--- src/rtl/motion_chase_indicator_if.sv ---
// Motion indicator bus: the mode input from the motor controller and the
// digit/debug outputs toward the seven-segment mux.
//   motion_mode  : 3-bit motion mode (master drives)
//   seg_code     : 5-bit digit-mux code, a..g = 16..22, blank = 23
//   seg_onehot   : 8-bit one-hot segment select, bit7 = blank
//   illegal_mode : registered flag, high while motion_mode == 3'b111
interface motion_chase_indicator_if;
  logic [2:0] motion_mode;
  logic [4:0] seg_code;
  logic [7:0] seg_onehot;
  logic       illegal_mode;

  modport master (
    output motion_mode,
    input  seg_code,
    input  seg_onehot,
    input  illegal_mode
  );

  modport slave (
    input  motion_mode,
    output seg_code,
    output seg_onehot,
    output illegal_mode
  );
endinterface

--- src/rtl/motion_chase_indicator.sv ---
// Seven-segment motion indicator. Animates one digit from the motor
// controller's motion mode: rotating chase for turns, blink for forward and
// reverse, steady bar (segment g) for stop, blank for the illegal code.
// Ports:
//   clk   : system clock, rising edge
//   reset : asynchronous, active-high; forces BLANK immediately
//   bus   : slave side of motion_chase_indicator_if (mode in, codes out)
//
// state | meaning
// ------+--------------------------------------------
// SA    | segment a lit (chase start, forward blink on)
// SB    | segment b lit
// SC    | segment c lit
// SD    | segment d lit (reverse blink on)
// SE    | segment e lit
// SF    | segment f lit
// SG    | segment g lit (stop bar)
// BLANK | nothing lit (blink off, illegal mode, reset)
module motion_chase_indicator #(
  parameter int CLK_HZ   = 100_000_000,
  parameter int SLOW_HZ  = 5,
  parameter int FAST_HZ  = 10,
  parameter int BLINK_HZ = 2,
  parameter int SIMULATE = 0
) (
  input  logic                      clk,
  input  logic                      reset,
  motion_chase_indicator_if.slave   bus
);

  localparam int DIV_SLOW  = (SIMULATE == 1) ? 6  : CLK_HZ / SLOW_HZ;
  localparam int DIV_FAST  = (SIMULATE == 1) ? 3  : CLK_HZ / FAST_HZ;
  localparam int DIV_BLINK = (SIMULATE == 1) ? 10 : CLK_HZ / BLINK_HZ;

  localparam int DIV_MAX_SF = (DIV_SLOW > DIV_FAST) ? DIV_SLOW : DIV_FAST;
  localparam int DIV_MAX    = (DIV_MAX_SF > DIV_BLINK) ? DIV_MAX_SF : DIV_BLINK;
  localparam int CNT_W      = (DIV_MAX > 1) ? $clog2(DIV_MAX) : 1;

  localparam logic [CNT_W-1:0] TC_SLOW  = CNT_W'(DIV_SLOW - 1);
  localparam logic [CNT_W-1:0] TC_FAST  = CNT_W'(DIV_FAST - 1);
  localparam logic [CNT_W-1:0] TC_BLINK = CNT_W'(DIV_BLINK - 1);

  localparam logic [2:0] M_STOP    = 3'b000;
  localparam logic [2:0] M_RIGHT1  = 3'b001;
  localparam logic [2:0] M_RIGHT2  = 3'b010;
  localparam logic [2:0] M_LEFT1   = 3'b011;
  localparam logic [2:0] M_LEFT2   = 3'b100;
  localparam logic [2:0] M_FORWARD = 3'b101;
  localparam logic [2:0] M_REVERSE = 3'b110;
  localparam logic [2:0] M_ILLEGAL = 3'b111;

  // Encoding is chosen so the segment index equals the state value; the
  // output maps below rely on that.
  typedef enum logic [2:0] {
    SA    = 3'd0,
    SB    = 3'd1,
    SC    = 3'd2,
    SD    = 3'd3,
    SE    = 3'd4,
    SF    = 3'd5,
    SG    = 3'd6,
    BLANK = 3'd7
  } state_t;

  state_t           state;
  logic [2:0]       mode_q;
  logic [CNT_W-1:0] cnt;
  logic [CNT_W-1:0] tc;
  logic             tick;
  logic             illegal_q;

  function automatic state_t entry_state(input logic [2:0] m);
    case (m)
      M_STOP:                               entry_state = SG;
      M_RIGHT1, M_RIGHT2, M_LEFT1, M_LEFT2: entry_state = SA;
      M_FORWARD:                            entry_state = SA;
      M_REVERSE:                            entry_state = SD;
      default:                              entry_state = BLANK;
    endcase
  endfunction

  // Next state on a tick. Anything not part of the current mode's pattern
  // falls back to the mode's entry state.
  function automatic state_t advance(input state_t s, input logic [2:0] m);
    advance = entry_state(m);
    case (m)
      M_RIGHT1, M_RIGHT2: begin
        case (s)
          SA:      advance = SB;
          SB:      advance = SC;
          SC:      advance = SD;
          SD:      advance = SE;
          SE:      advance = SF;
          SF:      advance = SA;
          default: advance = SA;
        endcase
      end
      M_LEFT1, M_LEFT2: begin
        case (s)
          SA:      advance = SF;
          SF:      advance = SE;
          SE:      advance = SD;
          SD:      advance = SC;
          SC:      advance = SB;
          SB:      advance = SA;
          default: advance = SA;
        endcase
      end
      M_FORWARD: advance = (s == SA) ? BLANK : SA;
      M_REVERSE: advance = (s == SD) ? BLANK : SD;
      M_STOP:    advance = SG;
      default:   advance = BLANK;
    endcase
  endfunction

  // STOP and the illegal code have no visible tick effect but still run
  // the counter on the slow divisor.
  always_comb begin
    tc = TC_SLOW;
    case (mode_q)
      M_RIGHT2, M_LEFT2:    tc = TC_FAST;
      M_FORWARD, M_REVERSE: tc = TC_BLINK;
      default:              tc = TC_SLOW;
    endcase
  end

  assign tick = (cnt == tc);

  always_ff @(posedge clk or posedge reset) begin
    if (reset) begin
      state     <= BLANK;
      mode_q    <= M_ILLEGAL;
      cnt       <= '0;
      illegal_q <= 1'b0;
    end else begin
      illegal_q <= (bus.motion_mode == M_ILLEGAL);
      if (bus.motion_mode != mode_q) begin
        // Mode change beats a coincident tick and restarts the animation.
        mode_q <= bus.motion_mode;
        cnt    <= '0;
        state  <= entry_state(bus.motion_mode);
      end else if (tick) begin
        cnt   <= '0;
        state <= advance(state, mode_q);
      end else begin
        cnt <= cnt + CNT_W'(1);
      end
    end
  end

  // Pure decode of the state register, so the outputs cannot glitch.
  assign bus.seg_code     = {2'b10, state};
  assign bus.seg_onehot   = 8'b0000_0001 << state;
  assign bus.illegal_mode = illegal_q;

endmodule
--- src/flat_wrapper.sv ---
// flat-port wrapper written by rule: the top's interface ports become plain ports
module motion_chase_indicator_flat 
#(
  parameter int CLK_HZ   = 100_000_000,
  parameter int SLOW_HZ  = 5,
  parameter int FAST_HZ  = 10,
  parameter int BLINK_HZ = 2,
  parameter int SIMULATE = 0
)
  (clk, reset, bus_motion_mode, bus_seg_code, bus_seg_onehot, bus_illegal_mode);
  motion_chase_indicator_if bus_i ();
  input  logic clk;
  input  logic reset;
  input wire logic [$bits(bus_i.motion_mode)-1:0] bus_motion_mode;
  output wire logic [$bits(bus_i.seg_code)-1:0] bus_seg_code;
  output wire logic [$bits(bus_i.seg_onehot)-1:0] bus_seg_onehot;
  output wire logic [$bits(bus_i.illegal_mode)-1:0] bus_illegal_mode;
  assign bus_i.motion_mode = bus_motion_mode;
  assign bus_seg_code = bus_i.seg_code;
  assign bus_seg_onehot = bus_i.seg_onehot;
  assign bus_illegal_mode = bus_i.illegal_mode;
  motion_chase_indicator #(.CLK_HZ(CLK_HZ), .SLOW_HZ(SLOW_HZ), .FAST_HZ(FAST_HZ), .BLINK_HZ(BLINK_HZ), .SIMULATE(SIMULATE)) u_core (.clk(clk), .reset(reset), .bus(bus_i));
endmodule
--- config.mk ---
export PLATFORM = sky130hd
export DESIGN_NAME = motion_chase_indicator_flat
export DESIGN_NICKNAME = d
export VERILOG_FILES = /design/src/rtl/motion_chase_indicator_if.sv /design/src/rtl/motion_chase_indicator.sv /design/src/flat_wrapper.sv
export SDC_FILE = /design/constraint.sdc
export NUM_CORES = 1
export LEC_CHECK = 0
export BUFFER_PORTS_ARGS = -buffer_cell sky130_fd_sc_hd__buf_2
export CORE_AREA = 2 2 66 68
export CTS_CLUSTER_SIZE = 14
export DETAILED_ROUTE_END_ITERATION = 10
export DIE_AREA = 0 0 68 70
export PLACE_DENSITY = 0.82
export SLEW_MARGIN = 30
export SYNTH_ARGS = -nofsm -noshare
export SYNTH_HDL_FRONTEND = slang
export SYNTH_SLANG_ARGS = --single-unit
--- constraint.sdc ---
create_clock -name clk -period 2.1 [get_ports clk]
set_clock_uncertainty 0.05 [all_clocks]
set_input_delay 0.21 -clock clk [delete_from_list [all_inputs] [get_ports clk]]
set_output_delay 0.21 -clock clk [all_outputs]
set_load 0.02 [all_outputs]
==> summary.md, run 1 <==
| Metric | Value |
|---|---|
| Status | `finished with violations` |
| Failing checks | `setup timing` |
| Drt wl/cell | `14.8 µm` |
| P_sw | `412 µW` |
| CP max FO | `9` |
| Minimum clock period | `2150 ps` |
| Top post-synthesis cells by area | `dfrtp_1, dfstp_2, nor2_1, xnor2_1, xor2_1` |
| GPL Wtd Cong | `0.952` |
| Final Setup Violations | `26` |
| Register share of total power | `44.2%` |
| Vias per cell | `5.51` |
| N_diodes | `0` |
| VDD IR max | `440 µV` |
| Max cap viols | `0` |
| Detailed-route via count | `1806` |
| Area share of xor/xnor cells in the synthesized design | `12.4%` |
| Initial Util | `49.6%` |
| Largest net degree at the start of global routing | `34` |
| Avg Inst Size Synth | `8.71 µm²` |
| Initial DRT Pass Iterations | `4` |
| Post-synth EDFFs | `0` |
| Share of cells above drive strength 1 | `28.3%` |
| Number of synthesis warnings | `0` |
| IO Count | `19` |
| Area leader, netlist | `dfrtp_1` |
| Sw Ratio | `26.4%` |
| Nets | `281` |
| Post-synth ARST share | `100%` |
| Most frequent cell after synthesis | `nor2_1` |
| FP Rows | `24` |
| Ys flop type | `dfrtp_1` |
| Multiplexer share of the synthesized area | `0.487%` |
| Die height | `70 µm` |
| Synthesized flop and latch total | `33` |
| Combinational Power Share | `16.1%` |
| Slew Viols, Final | `0` |
| CTS max path bufs | `2` |
| Final Hold Viols | `0` |
| WP data arrival | `2280 ps` |
| Util after Layout | `63.2%` |
| CP Class | `flop to flop` |
| Leakage | `1.10 nW` |
| Layout area overhead | `27.4%` |
| Largest family of logic cells by synthesized area | `simple AND/OR/NAND/NOR gates` |
| CTS Buf Count | `5` |
| Post-Route WL | `4860 µm` |
| Post-synthesis cell count | `236` |
| Overall routing resource usage | `21.0%` |
| Global route overflow | `0` |
| Post-route ant nets | `0` |
| Met1 wire length | `2160 µm` |
| Post-DP HPWL | `3210 µm` |
| Crit path launch type | `flop` |
| Chip width | `68 µm` |
| H-Tree Depth | `2` |
| PwrDens | `596 nW/µm²` |
| Clock transition at path regs | `70 ps` |
| Synth Area in Adders | `0.609%` |
| Port buffer count | `16` |
| WHS | `15.3 ps` |
| DRC errors left | `0` |
| TritonCTS clock tree | `yes` |
| Syn nets | `242` |
| Commonest cells in the netlist | `nor2_1, dfrtp_1, nand2_1` |
| Mapped Area | `2050 µm²` |
| Initial antenna violation count | `0` |
| DIE AREA | `4760 µm²` |
| Clock Power Share | `39.7%` |
| Worst path required time | `2230 ps` |
| Top cell type's share of synthesized area | `32.9%` |
| Worst skew pair latency | `290 ps` |
| Simple-gate share of the synthesized area | `29.1%` |
| Wire length of the first global-routing pass | `7510 µm` |
| Hold/Removal Path Class | `primary input to flop` |
| Internal power | `1.15 mW` |
| Top sig layer | `met4` |
| Complex-gate fraction of the synthesized area | `9.99%` |
| Period utilization | `102%` |
| Vias in the first global route | `1649` |
| Yosys cell types | `45` |
| Core Box Area | `4140 µm²` |
| Met2 WL post-DR | `2370 µm` |
| Fin worst setup slack | `-50.7 ps` |
| CTS root buf | `clkbuf_8` |
| Design Power | `1.56 mW` |
| Max Fclk | `465 MHz` |
| RSZ-0062 raised after global routing | `true` |
| WL met3 | `204 µm` |
| Initial detailed-routing violation count | `94` |
| Sequential area share after synthesis | `40.6%` |
| Worst setup EP type | `flop` |
| Clock sink total | `33` |
repair_timing:
item,4_1_cts,5_1_grt
gates cloned,0,3
endpoints found under the hold margin,28,0
buffers inserted,0,1
resized for setup,4,16
pin swaps,4,9
hold buffers,2,0
setup endpoints to repair,28,28
worst max-delay path: stages, from the launching register on:
cell and delay [ps]:
dfstp_2 600, buf_4 190, nand2_1 70, o211ai_1 170, a22oi_1 140, a2111oi_4 330
nand2b_4 260, clkbuf_16 170, nor2_1 40
routing by layer:
layer / up-vias / track usage [%]
met5: - / 0
met4: 0 / 11.6
met3: 8 / 4.67
met2: 51 / 31.0
met1: 858 / 28.1
li1: 889 / -
logic make-up after synthesis:
kind of cell | count (synthesis)
simple gates | 118
flops | 33
xor+xnor | 29
compound gates | 26
buf+inv | 26
other cells | 2
fa+ha+maj | 1
mux | 1
power groups by stage:
stage	Sequential (mW)	Clock, mW	Combinational, mW
global placement	0.697	0	0.210
global route	0.692	0.652	0.276
CTS	0.688	0.628	0.221
floorplan	0.688	0	0.165
finish	0.690	0.619	0.251
detailed placement	0.699	0	0.214
registers in the layout, summed over array words and instances (netlist names):
| register | flops |
|---|---|
| u_core.cnt | 26 |
| u_core.state | 3 |
| u_core.mode_q | 3 |
| u_core.bus.illegal_mode | 1 |
placed cells by master (no fill, tap or decap), types with 7 or more instances in the layout:
master and instances:
nor2_1 34, dfrtp_1 27, buf_4 26, nand2_1 20, xnor2_1 16, buf_2 16, xor2_1 12, inv_1 10
and3_1 9, a21oi_1 8, nor3_1 7, nand4_1 7, nand3_1 7
metrics by stage:
step	TNS, ps	cell area, µm²	instances	setup slack, ps
floorplan	-605	2060	236	-31.1
global placement	-1590	2310	314	-64.8
detailed placement	-1490	2310	314	-73.1
CTS	-503	2480	324	-34.6
global route	-4220	2620	328	-165
finish	-918	2620	328	-50.7
layout make-up:
| cell class | instances | area [µm²] |
|---|---|---|
| flip-flops and latches | 33 | 833 |
| multi-input cells | 177 | 1190 |
| clock buffers | 7 | 86.3 |
| well taps | 52 | 65.1 |
| fillers | 321 | 1530 |
| repair buffers | 48 | 377 |
| clock inverters | 1 | 30.0 |
| inverters | 10 | 37.5 |
path summary, 6_finish.rpt:
| path | startpoint | end | slack [ps] | cells after the start |
|---|---|---|---|---|
| worst max-delay path | u_core.mode_q[1] | u_core.cnt[5] | -50 | 8 |
| worst min-delay path | bus_motion_mode[1] | u_core.mode_q[1] | 20 | 1 |
| worst max register to register | u_core.mode_q[1] | u_core.cnt[5] | -50 | 8 |
| worst min register to register | u_core.cnt[0] | u_core.cnt[0] | 460 | 1 |
| max in group asynchronous | reset | u_core.mode_q[2] | 1180 | 4 |
| min in group asynchronous | reset | u_core.cnt[21] | 490 | 4 |
(Power assumes the default switching activity.)
==> inputs of run 2 (changes only) <==
==> constraint.sdc (replaced) <==
create_clock -name clk -period 2.1 [get_ports clk]
set_clock_uncertainty 0.05 [all_clocks]
set_input_delay 0.42 -clock clk [delete_from_list [all_inputs] [get_ports clk]]
set_output_delay 0.42 -clock clk [all_outputs]
set_load 0.02 [all_outputs]
==> run 2 against run 1 <==
Effect of this change:
- combinational power about the same
- setup slack improved by 6.8 ps
- largest power group unchanged
- worst hold slack better by 140 ps
- utilization fell by 0.48 points
- die area unchanged
- final cell count fell by 0.61%
- the flow still finishes with violations (setup timing)
- critical endpoint unchanged
- critical path type unchanged
- sequential cell count unchanged
==> summary.md, run 2 (synthesis gave the netlist of run 1 again) <==
| Metric | Value |
|---|---|
| Status | `finished with violations` |
| WL met3 | `202 µm (-0.98%)` |
| Clock transition at path regs | `70 ps (about the same)` |
| CP Class | `flop to flop` |
| Vias per cell | `5.56 (+0.89%)` |
| Final Setup Violations | `25 (-3.8%)` |
| Slew Viols, Final | `0 (unchanged)` |
| Hold-fix buffers, CTS | `0 (-2)` |
| Overall routing resource usage | `20.8% (-0.13 points)` |
| Wire length of the first global-routing pass | `7460 µm (-0.75%)` |
| Fin worst setup slack | `-43.9 ps (+6.76 ps)` |
| Biggest register | `u_core.cnt` |
| FP Rows | `24 (unchanged)` |
| Failing checks | `setup timing` |
| Placement Setup Slack | `-73.1 ps (unchanged)` |
| WP data arrival | `2270 ps (about the same)` |
| Worst reg-to-reg setup slack | `-40 ps (about the same)` |
| Storage cell area | `833 µm² (unchanged)` |
| WHS | `152 ps (+137 ps)` |
| Period utilization | `102% (-0.32 points)` |
| Layout fillers | `323 (+0.62%)` |
| Worst path required time | `2230 ps (about the same)` |
| Max Fclk | `466 MHz (+0.32%)` |
| Port buffer count | `16 (unchanged)` |
| Final Hold Viols | `0 (unchanged)` |
| Detailed-route via count | `1811 (+0.28%)` |
| Post-route ant nets | `0 (unchanged)` |
| Drt wl/cell | `14.9 µm (+0.34%)` |
| Placed cell area | `2310 µm² (unchanged)` |
| Top sig layer | `met4` |
| CTS Buf Count | `5 (unchanged)` |
| Global route overflow | `0 (unchanged)` |
| Worst setup EP type | `flop` |
| Largest register FFs | `26 (unchanged)` |
| DIE AREA | `4760 µm² (unchanged)` |
| GPL Wtd Cong | `0.952 (unchanged)` |
| FF-to-FF End | `u_core.cnt[5]` |
| Minimum clock period | `2140 ps (-6.76 ps)` |
| VDD IR max | `440 µV (about the same)` |
| Commonest non-fill, non-tap cell in the layout | `nor2_1` |
| CTS max path bufs | `2 (unchanged)` |
| Met1 wire length | `2140 µm (-0.79%)` |
| Multi-input gate area | `1190 µm² (unchanged)` |
| Post-Route WL | `4850 µm (-0.27%)` |
| Largest net degree at the start of global routing | `34 (unchanged)` |
| Core Box Area | `4140 µm² (unchanged)` |
| R2R Path Start | `u_core.mode_q[1]` |
| Initial antenna violation count | `0 (unchanged)` |
| Clock sink total | `33 (unchanged)` |
| CTS root buf | `clkbuf_8` |
| Met2 WL post-DR | `2360 µm (-0.34%)` |
| Hold/Removal Path Class | `primary input to async pin` |
| Initial detailed-routing violation count | `83 (-12%)` |
| N_diodes | `0 (unchanged)` |
| Design Area, Final | `2600 µm² (-0.76%)` |
| Initial Util | `49.6% (unchanged)` |
| IO Count | `19 (unchanged)` |
| Vias in the first global route | `1639 (-0.61%)` |
| Crit path launch type | `flop` |
| Layout area overhead | `26.4%` |
| Leakage | `1.10 nW (-0.76%)` |
| H-Tree Depth | `2 (unchanged)` |
| DRC errors left | `0 (unchanged)` |
| Die height | `70 µm (unchanged)` |
| Share of cells above drive strength 1 | `28.5% (+0.21 points)` |
| R2r worst-path depth | `8 (unchanged)` |
| Regs by FF count | `u_core.cnt x26, u_core.mode_q x3, u_core.state x3` |
| PwrDens | `599 nW/µm² (+0.62%)` |
| Chip width | `68 µm (unchanged)` |
| Nets | `279 (-0.71%)` |
| Most frequent cells in the layout | `nor2_1, dfrtp_1, buf_4, nand2_1` |
| Worst skew pair latency | `290 ps (about the same)` |
| Max cap viols | `0 (unchanged)` |
| Post-DP HPWL | `3210 µm (unchanged)` |
| TritonCTS clock tree | `yes` |
| Initial DRT Pass Iterations | `4 (unchanged)` |
| RSZ-0062 raised after global routing | `true` |
| CP max FO | `9 (unchanged)` |
==> run 2: changes by cell type in the layout (fill, tap and decap cells not counted) <==
cell | before | now
dlygate4sd3_1 | 2 | 0
==> run 2: repair_timing <==
item | CTS | global route
gates resized for setup | 4 | 16
gates cloned | 0 | 3
pin swaps | 4 | 9
endpoints found under the setup margin | 28 | 28
buffers inserted | 0 | 1
==> run 2: cell type report <==
type,instances,share of cell area (%)
flip-flops and latches,33,32.1
repair buffers,46,13.7
well taps,52,2.50
multi-input cells,177,45.8
clock buffers,7,3.32
inverters,10,1.45
clock inverters,1,1.16
==> run 2: worst max-delay path by stage <==
stage                startpoint             end  slack (ps)  depth (start not counted)
2_1_floorplan  u_core.mode_q[1]  u_core.cnt[17]         -30                          9
3_3_place_gp   u_core.mode_q[1]  u_core.cnt[10]         -60                          7
3_5_place_dp   u_core.mode_q[1]  u_core.cnt[24]         -70                          7
4_1_cts           u_core.cnt[7]  u_core.cnt[24]         -30                          7
5_1_grt          u_core.cnt[11]   u_core.cnt[5]        -160                          7
6_report       u_core.mode_q[1]   u_core.cnt[5]         -40                          8
==> run 2: where the power goes <==
group	internal, mW	switching [mW]
clock	0.387	0.233
combinational	0.101	0.148
sequential	0.658	0.0317
==> run 2: critical path: stages, from the launching register on <==
cell and delay (ps):
dfstp_2 600, buf_4 190, nand2_1 70, o211ai_1 170
a22oi_1 150, a2111oi_4 320, nand2b_4 260, clkbuf_16 170
nor2_1 40
==> run 2: layer usage <==
metal | GRT usage [%] | vias up
met3 | 4.67 | 10
met2 | 30.7 | 55
met5 | 0 | -
met4 | 11.6 | 0
li1 | - | 884
met1 | 27.9 | 862
==> run 2: stage by stage <==
step | total power, mW | util (%) | instances | TNS, ps
3_3_place_gp | 0.907 | 55.8 | 314 | -1590
6_report | 1.56 | 62.7 | 326 | -743
3_5_place_dp | 0.913 | 55.8 | 314 | -1490
4_1_cts | 1.54 | 59.3 | 322 | -503
5_1_grt | 1.62 | 62.7 | 326 | -4220
2_1_floorplan | 0.853 | - | 236 | -605
==> inputs of run 3 (changes only) <==
CORE_AREA = 2 2 54 82   (was 2 2 66 68)
DIE_AREA = 0 0 56 84   (was 0 0 68 70)
==> run 3 against run 2 <==
Effect of this change:
- the run still ends with setup timing left
- global-route usage rose by 2.4 points
- count of clock-buffer cells in the layout fell by 1
- worst hold slack improved by 3.2 ps
- final cell count fell by 0.31%
- total power fell by 11%
- critical path depth did not move
- routed wire length rose by 1.3%
- non-clock buffer count rose by 5
- critical endpoint is now u_core.cnt[19]
- register-to-register slack got worse by 20 ps
- fmax fell by 0.85%
==> summary.md, run 3 (synthesis gave the netlist of run 1 again) <==
| Metric | Value |
|---|---|
| Max cap viols | `0 (unchanged)` |
| Core Box Area | `4060 µm² (-1.9%)` |
| Minimum clock period | `2160 ps (+18.4 ps)` |
| Design Area, Final | `2530 µm² (-2.5%)` |
| Crit path launch type | `flop` |
| Hold-fix buffers, CTS | `0 (unchanged)` |
| P_sw | `393 µW (-4.5%)` |
| Initial antenna violation count | `0 (unchanged)` |
| Vias per cell | `5.75 (+3.5%)` |
| Final Hold Viols | `0 (unchanged)` |
| Vias in the first global route | `1905 (+16%)` |
| PwrDens | `545 nW/µm² (-9.1%)` |
| Nets | `284 (+1.8%)` |
| CTS root buf | `clkbuf_8` |
| Worst-margin pin slew | `631 ps` |
| Initial Util | `50.6% (+0.98 points)` |
| VDD IR max | `467 µV (+6.1%)` |
| Post-route ant nets | `0 (unchanged)` |
| Status | `finished with violations` |
| Largest net degree at the start of global routing | `20 (-41%)` |
| Initial DRT Pass Iterations | `4 (unchanged)` |
| Leakage | `1.09 nW (-0.26%)` |
| Period utilization | `103% (+0.88 points)` |
| TritonCTS clock tree | `yes` |
| Clock transition at path regs | `70 ps (about the same)` |
| Cell Chain, Critical Path | `buf_6 > or2_4 > nand4_1 > a221o_1 > a2111oi_4 > nand2b_2 > buf_4 > nor2_1` |
| GPL Wtd Cong | `0.877 (-7.8%)` |
| Fin worst setup slack | `-62.3 ps (-18.4 ps)` |
| Combinational Power Share | `17.9% (+1.9 points)` |
| Drt wl/cell | `15.1 µm (+1.6%)` |
| Layout area overhead | `23.3%` |
| Storage cell area | `833 µm² (unchanged)` |
| Wire length of the first global-routing pass | `8650 µm (+16%)` |
| IO Count | `19 (unchanged)` |
| Chip width | `56 µm (-18%)` |
| Commonest non-fill, non-tap cell in the layout | `nor2_1` |
| Sw Ratio | `28.5% (+2.0 points)` |
| CP peak stage delay | `570 ps (-30 ps)` |
| FF-to-FF End | `u_core.cnt[19]` |
| R2R Path Start | `u_core.mode_q[1]` |
| Internal power | `987 µW (-14%)` |
| Layout fillers | `350 (+8.4%)` |
| Final Setup Violations | `28 (+12%)` |
| CP Class | `flop to flop` |
| Slew Viols, Final | `0 (unchanged)` |
| R2r worst-path depth | `8 (unchanged)` |
| Largest register FFs | `26 (unchanged)` |
| Worst reg-to-reg setup slack | `-60 ps (-20 ps)` |
| Multi-input gate area | `1150 µm² (-3.5%)` |
| Clock Power Share | `32.2% (-7.6 points)` |
| Most frequent cells in the layout | `nor2_1, buf_4, dfrtp_1, nand2_1` |
| Worst skew pair latency | `290 ps (about the same)` |
| RSZ-0062 raised after global routing | `true` |
| Crit-path slowest cell | `dfstp_2` |
| Overall routing resource usage | `23.3% (+2.4 points)` |
| DRC errors left | `0 (unchanged)` |
| CTS Buf Count | `5 (unchanged)` |
| Post-Route WL | `4910 µm (+1.3%)` |
| FP Rows | `29 (+21%)` |
| Biggest register | `u_core.cnt` |
| Placed cell area | `2340 µm² (+1.2%)` |
| DIE AREA | `4700 µm² (-1.2%)` |
| Clock sink total | `33 (unchanged)` |
| Register share of total power | `49.9% (+5.6 points)` |
| N_diodes | `0 (unchanged)` |
| Max Fclk | `462 MHz (-0.85%)` |
| WP data arrival | `2280 ps (about the same)` |
| Worst setup EP type | `flop` |
| Share of cells above drive strength 1 | `26.9% (-1.6 points)` |
| Regs by FF count | `u_core.cnt x26, u_core.mode_q x3, u_core.state x3` |
| H-Tree Depth | `2 (unchanged)` |
| Port buffer count | `16 (unchanged)` |
| Hold/Removal Path Class | `primary input to async pin` |
| Post-DP HPWL | `3530 µm (+9.9%)` |
| Failing checks | `setup timing` |
| Design Power | `1.38 mW (-11%)` |
| CTS max path bufs | `2 (unchanged)` |
| Worst path required time | `2220 ps (about the same)` |
| Initial detailed-routing violation count | `105 (+27%)` |
| Global route overflow | `0 (unchanged)` |
| Worst relative slew slack | `57.9%` |
| Die height | `84 µm (+20%)` |
| CP max FO | `7 (-2)` |
| Detailed-route via count | `1869 (+3.2%)` |
| Setup TNS | `-1400 ps (-655 ps)` |
[run 3: cell count changes in the layout (fill, tap and decap cells not counted), moves of 2 or more]
cell       before  now
buf_4          26   31
clkbuf_16       2    0
clkinv_2        0    2
nor2_1         34   41
nor2_2          4    0
nor2_4          3    0
nor4bb_1        0    2
[run 3: repair_timing]
item,4_1_cts,5_1_grt
setup endpoints to repair,28,28
setup buffers,6,1
pin swaps,7,0
gates resized for setup,12,1
[run 3: through the flow]
stage / std cells / hold WS [ps] / setup WS, ps / utilization, %
floorplan: 236 / 413 / -31.1 / -
detailed placement: 311 / 441 / -150 / 57.6
global placement: 311 / 437 / -108 / 57.6
CTS: 324 / 172 / -2.11 / 62.0
finish: 325 / 155 / -62.3 / 62.3
global route: 325 / 201 / -178 / 62.3
[run 3: how the worst max path moves through the flow]
stage | from | to | slack, ps
global placement | u_core.mode_q[1] | u_core.cnt[17] | -110
finish | u_core.mode_q[1] | u_core.cnt[19] | -60
detailed placement | u_core.mode_q[1] | u_core.cnt[19] | -150
CTS | u_core.mode_q[1] | u_core.cnt[19] | -2
global route | u_core.mode_q[1] | u_core.state[0] | -180
floorplan | u_core.mode_q[1] | u_core.cnt[17] | -30
[run 3: worst max-delay path: cells and delay by family, from the launching register on]
family | cells | cell delay (ps)
compound gates | 2 | 640
buf+inv | 2 | 280
flops | 1 | 570
simple gates | 4 | 500
[run 3: cell type report]
cell class,count,share of cell area (%)
clock inverter,2,0.395
multi-input combinational,177,45.3
inverter,10,1.48
tap,46,2.27
sequential,33,32.9
clock buffer,6,2.86
timing repair buffer,51,14.8
[run 3: power groups by stage]
stage | registers [mW] | clock network, mW | logic (mW)
floorplan | 0.688 | 0 | 0.165
global placement | 0.698 | 0 | 0.220
detailed placement | 0.698 | 0 | 0.223
CTS | 0.687 | 0.456 | 0.242
global route | 0.693 | 0.494 | 0.268
finish | 0.689 | 0.444 | 0.247
[run 3: metal layers]
layer  vias to the layer above  track usage [%]  share of wire [%]
met5                         -                0                  0
met4                         0             13.0                4.9
met3                        24             4.81                3.8
met2                        60             40.6                 52
met1                       896             25.6                 39
li1                        889                -                  -
